**config.mk**
```make
export PLATFORM = sky130hd
export DESIGN_NAME = dmem_sram_bridge
export DESIGN_NICKNAME = d
export VERILOG_FILES = /design/src/rtl/dmem_pkg.sv /design/src/rtl/dmem_addr_map.sv /design/src/rtl/dmem_sram_bridge.sv
export SDC_FILE = /design/constraint.sdc
export NUM_CORES = 1
export LEC_CHECK = 0
export CORE_MARGIN = 4
export CORE_UTILIZATION = 35
export DETAILED_ROUTE_END_ITERATION = 6
export PLACE_DENSITY = 0.76
export SYNTH_ARGS = -nofsm -noshare
export SYNTH_HDL_FRONTEND = slang
export SYNTH_SLANG_ARGS = --single-unit
```
**constraint.sdc**
```tcl
create_clock -name clk -period 1.2 [get_ports clk]
set_input_delay 0.3 -clock clk [delete_from_list [all_inputs] [get_ports clk]]
set_output_delay 0.3 -clock clk [all_outputs]
set_load 0.05 [all_outputs]
```
**src/rtl/dmem_pkg.sv**
```systemverilog
// dmem_pkg: shared types and codes for the data-memory SRAM bridge
package dmem_pkg;
  typedef enum logic [1:0] {S_IDLE, S_ADDR, S_DATA, S_DONE} state_t;
  localparam logic [1:0] DEN_IDLE = 2'b00;
  localparam logic [1:0] DEN_RD = 2'b01;
  localparam logic [1:0] DEN_WR = 2'b10;
  localparam logic [1:0] SZ_B = 2'd0;
  localparam logic [1:0] SZ_H = 2'd1;
  localparam logic [1:0] SZ_W = 2'd2;
  localparam logic [2:0] KSEG0_HI = 3'b100;
  localparam logic [2:0] KSEG1_HI = 3'b101;
  function automatic logic [1:0] bus_size(input logic [2:0] sz);
    return (sz >= 3'd3) ? SZ_W : sz[1:0];
  endfunction
endpackage

```
**src/rtl/dmem_addr_map.sv**
```systemverilog
// dmem_addr_map: kseg0/kseg1 unmapped virtual to physical translation
module dmem_addr_map import dmem_pkg::*; #(
  parameter bit ADDR_MAP_EN = 1'b1
) (
  input  logic [31:0] i_vaddr,
  output logic [31:0] o_paddr
);
  logic w_unmapped;
  assign w_unmapped = ADDR_MAP_EN && (i_vaddr[31:29] == KSEG0_HI || i_vaddr[31:29] == KSEG1_HI);
  assign o_paddr = w_unmapped ? {3'b000, i_vaddr[28:0]} : i_vaddr;
endmodule

```
**src/rtl/dmem_sram_bridge.sv**
```systemverilog
// dmem_sram_bridge: runs one SRAM-like bus transaction per memory-stage load/store, stalling the pipe meanwhile
module dmem_sram_bridge import dmem_pkg::*; #(
  parameter bit ADDR_MAP_EN = 1'b1
) (
  input  logic        clk,
  input  logic        resetn,
  input  logic [1:0]  d_en,
  input  logic [31:0] d_addr,
  input  logic [31:0] d_wdata,
  input  logic [2:0]  d_size,
  input  logic [3:0]  w_byte_select,
  input  logic        pipe_hold,
  output logic [31:0] d_rdata,
  output logic        d_stall,
  output logic        data_req,
  output logic        data_wr,
  output logic [1:0]  data_size,
  output logic [31:0] data_addr,
  output logic [31:0] data_wdata,
  output logic [3:0]  data_wstrb,
  input  logic        data_addr_ok,
  input  logic        data_data_ok,
  input  logic [31:0] data_rdata
);
  state_t      r_state, w_next;
  logic        r_wr;
  logic [1:0]  r_size;
  logic [31:0] r_addr, r_wdata, r_rdata;
  logic [3:0]  r_wstrb;
  logic [31:0] w_paddr;
  logic        w_start;

  dmem_addr_map #(.ADDR_MAP_EN(ADDR_MAP_EN)) u_map (
    .i_vaddr(d_addr),
    .o_paddr(w_paddr)
  );

  assign w_start = (r_state == S_IDLE) && (d_en != DEN_IDLE);

  always_ff @(posedge clk) begin
    if (!resetn) begin
      r_state <= S_IDLE;
      r_wr    <= 1'b0;
      r_size  <= SZ_B;
      r_addr  <= '0;
      r_wdata <= '0;
      r_wstrb <= '0;
      r_rdata <= '0;
    end else begin
      r_state <= w_next;
      if (w_start) begin
        r_wr    <= d_en != DEN_RD;
        r_size  <= bus_size(d_size);
        r_addr  <= w_paddr;
        r_wdata <= d_wdata;
        r_wstrb <= w_byte_select;
      end
      if (r_state == S_DATA && data_data_ok && !r_wr) r_rdata <= data_rdata;
    end
  end

  always_comb begin
    w_next = r_state;
    case (r_state)
      S_IDLE:  w_next = w_start ? S_ADDR : S_IDLE;
      S_ADDR:  w_next = data_addr_ok ? S_DATA : S_ADDR;
      S_DATA:  w_next = data_data_ok ? S_DONE : S_DATA;
      default: w_next = pipe_hold ? S_DONE : S_IDLE;
    endcase
  end

  assign d_stall    = resetn && (w_start || r_state == S_ADDR || r_state == S_DATA);
  assign data_req   = r_state == S_ADDR;
  assign data_wr    = r_wr;
  assign data_size  = r_size;
  assign data_addr  = r_addr;
  assign data_wdata = r_wdata;
  assign data_wstrb = r_wstrb;
  assign d_rdata    = r_rdata;
endmodule

```
==> impl_metrics.env <==
export IMPL_synthArstFlopShare_pct=0
export IMPL_clock_sinks=105
export IMPL_cts_tree="yes"
export IMPL_vias=4537
export IMPL_numCtsBuffers=9
export IMPL_synth_seq_cells=105
export IMPL_synth_common_cells="dfxtp_1, a21oi_1, o21ai_0, nand2_1, nand3_1"
export IMPL_status="complete, but fails checks"
export IMPL_cts_hold_buf=0
export IMPL_synth_largest_area_cell="dfxtp_1"
export IMPL_wl_met1_mm=6.16
export IMPL_gp_congestion=0.786
export IMPL_synth_flop_cell="dfxtp_1"
export IMPL_peakVddDrop_mv=0.846
export IMPL_worstSkewPairLatency_ps=340
export IMPL_ys_types=24
export IMPL_ys_top_cells_by_area="dfxtp_1, a21oi_1, o21ai_0, nand3_1, nand2_1"
export IMPL_total_power_w=0.0109
export IMPL_grt_setup_unrepaired="yes"
export IMPL_finalMaxSlewViolations=0
export IMPL_r2r_start="r_state[0]"
export IMPL_holdPathEnd="data_wr"
export IMPL_wl_met2_mm=8.31
export IMPL_wl_per_cell_microns=19.0
export IMPL_worstPathArrival_ps=1170
export IMPL_start_util_pct=36.2
export IMPL_maxSlewHeadroom_pct=77.4
export IMPL_hold_viol_final=0
export IMPL_first_iter_violations=243
export IMPL_area_growth_pct=112
export IMPL_fillers=697
export IMPL_diodes=0
export IMPL_violations="setup timing"
export IMPL_multiInputGateArea_sq_um=1950
export IMPL_cap_violations=0
export IMPL_finalWorstSetupSlack_ps=-271
export IMPL_worstHoldPathCells=3
export IMPL_dr_pass1_iters=4
export IMPL_reg2reg_depth=6
export IMPL_wl_mm=16.1
export IMPL_syn_area_per_cell_sq_um=8.17
export IMPL_r2r_setup_slack_ps=-220
export IMPL_grt_total_usage_pct=20.3
export IMPL_clock_skew_ps=3.68
export IMPL_ys_seq_area_share_pct=53.1
export IMPL_yosys_warnings=0
export IMPL_hold_path_class="primary input to flip-flop"
export IMPL_die_w_microns=114
export IMPL_h_tree_depth=3
export IMPL_rows=38
export IMPL_register_area_sq_um=2190
export IMPL_die_h_microns=114
export IMPL_worstPathMaxFanout=4
export IMPL_overflow=0
export IMPL_setup_viol=104
export IMPL_worst_slew_pin_slew_ps=339
export IMPL_grt_pass1_wl_mm=21.4
export IMPL_fin_util_pct=76.8
export IMPL_fmax_mhz=680
export IMPL_timing_rr_end="d_rdata[20]"
export IMPL_worstHoldStart="d_en[1]"
export IMPL_netlist_instances=484
export IMPL_p_leak_nw=3.07
export IMPL_syn_nets=594
export IMPL_antenna_found_initial=0
export IMPL_ctsRootBufferMaster="clkbuf_16"
export IMPL_highest_layer="met4"
export IMPL_die_area_sq_um=13100
export IMPL_crit_path_end_kind="output port"
export IMPL_avgViaCountPerCell=5.38
export IMPL_clkTransAtPathRegs_ps=60
export IMPL_required_ps=900
export IMPL_io_pins=215
export IMPL_min_period_ps=1470
export IMPL_synth_top_area_share_pct=53.1
export IMPL_grt_max_degree=58
export IMPL_port_buffers=214
export IMPL_drtAntennaViolNets=0
export IMPL_drive_gt1_share_pct=45.1
export IMPL_dpl_hpwl_mm=10.2
export IMPL_p_per_area_nw_per_um2=1300
export IMPL_clk_path_buf_depth=2
export IMPL_core_area_sq_um=10900
export IMPL_wl_met3_mm=1.22
export IMPL_path_class="flip-flop to output port"
export IMPL_fin_nets=809
export IMPL_start_kind="flip-flop"
export IMPL_grt_pass1_vias=4411
export IMPL_dp_slack_ps=-517
export IMPL_drc=0
export IMPL_synth_most_common_cell="dfxtp_1"
export IMPL_netlist_area_sq_um=3960
export IMPL_synth_edf_count=0
export IMPL_fin_setup_tns_ps=-16770
export IMPL_fin_crit_sh_pct=123
-- per-stage QoR --
| step | area [sq um] | hold WS (ps) | std cells |
|---|---|---|---|
| finish | 8390 | 440 | 843 |
| global route | 8390 | 446 | 843 |
| CTS | 7770 | 385 | 831 |
| detailed placement | 7440 | 485 | 814 |
| global placement | 7440 | 478 | 814 |
| floorplan | 3990 | 430 | 484 |
-- area by class of cell --
class	count	share of cell area [%]
repair buffers	254	44.9
inverters	3	0.149
clock buffers	13	3.10
multi-input cells	326	23.2
well taps	140	2.09
clock inverters	2	0.432
flip-flops and latches	105	26.1
-- placed cells by master, fill, tap and decap left out, drive strengths merged, types with 3 or more instances in the layout --
cell type and count:
dfxtp 105, inv 3, o21ai 71, nand3 66, nor2 4, dlygate4sd2 3
nand2 68, buf 139, clkbuf 19, a21oi 106, clkdlybuf4s50 106
-- worst max-delay path by stage --
stage,from,to,slack [ps],cells past startpoint
floorplan,r_state[1],d_stall,-70,4
global placement,d_en[1],data_size[1],-460,5
detailed placement,d_en[1],data_size[1],-520,5
CTS,r_state[1],d_stall,-290,3
global route,r_state[0],data_req,-300,3
finish,r_state[0],data_req,-270,3
-- state kept, by name (all words and copies together) (netlist names) --
register / flops
data_wstrb: 4
data_wr: 1
data_wdata: 32
d_rdata: 32
data_addr: 32
r_state: 2
data_size: 2
-- kinds of logic after synthesis --
| kind of cell | share of synthesized area (%) |
|---|---|
| AO/OA/AOI/OAI | 23.7 |
| flip-flops | 53.1 |
| AND/OR/NAND/NOR | 16.7 |
| buffers and inverters | 6.51 |
-- layer usage --
metal  track usage (%)  up-vias
met5                 0        -
met4              8.47        0
met3              5.92       33
met2              35.6      197
met1              23.0     2182
li1                  -     2125
-- worst max-delay path: stages (launching register included) --
cell	delay, ps
dfxtp_4	370
buf_6	120
and2b_2	200
buf_12	150
-- report_power, final --
group          switching (W)  internal, W
clock                0.00122      0.00172
sequential          0.000314      0.00379
combinational        0.00198      0.00190
total                0.00352      0.00741
-- timing repair --
item | in CTS | in global routing
buffers inserted | 2 | 3
pin swaps | 0 | 14
cloned | 0 | 10
endpoints found under the setup margin | 109 | 155
gates resized for setup | 75 | 152
Power figures use the tool's default switching activity.
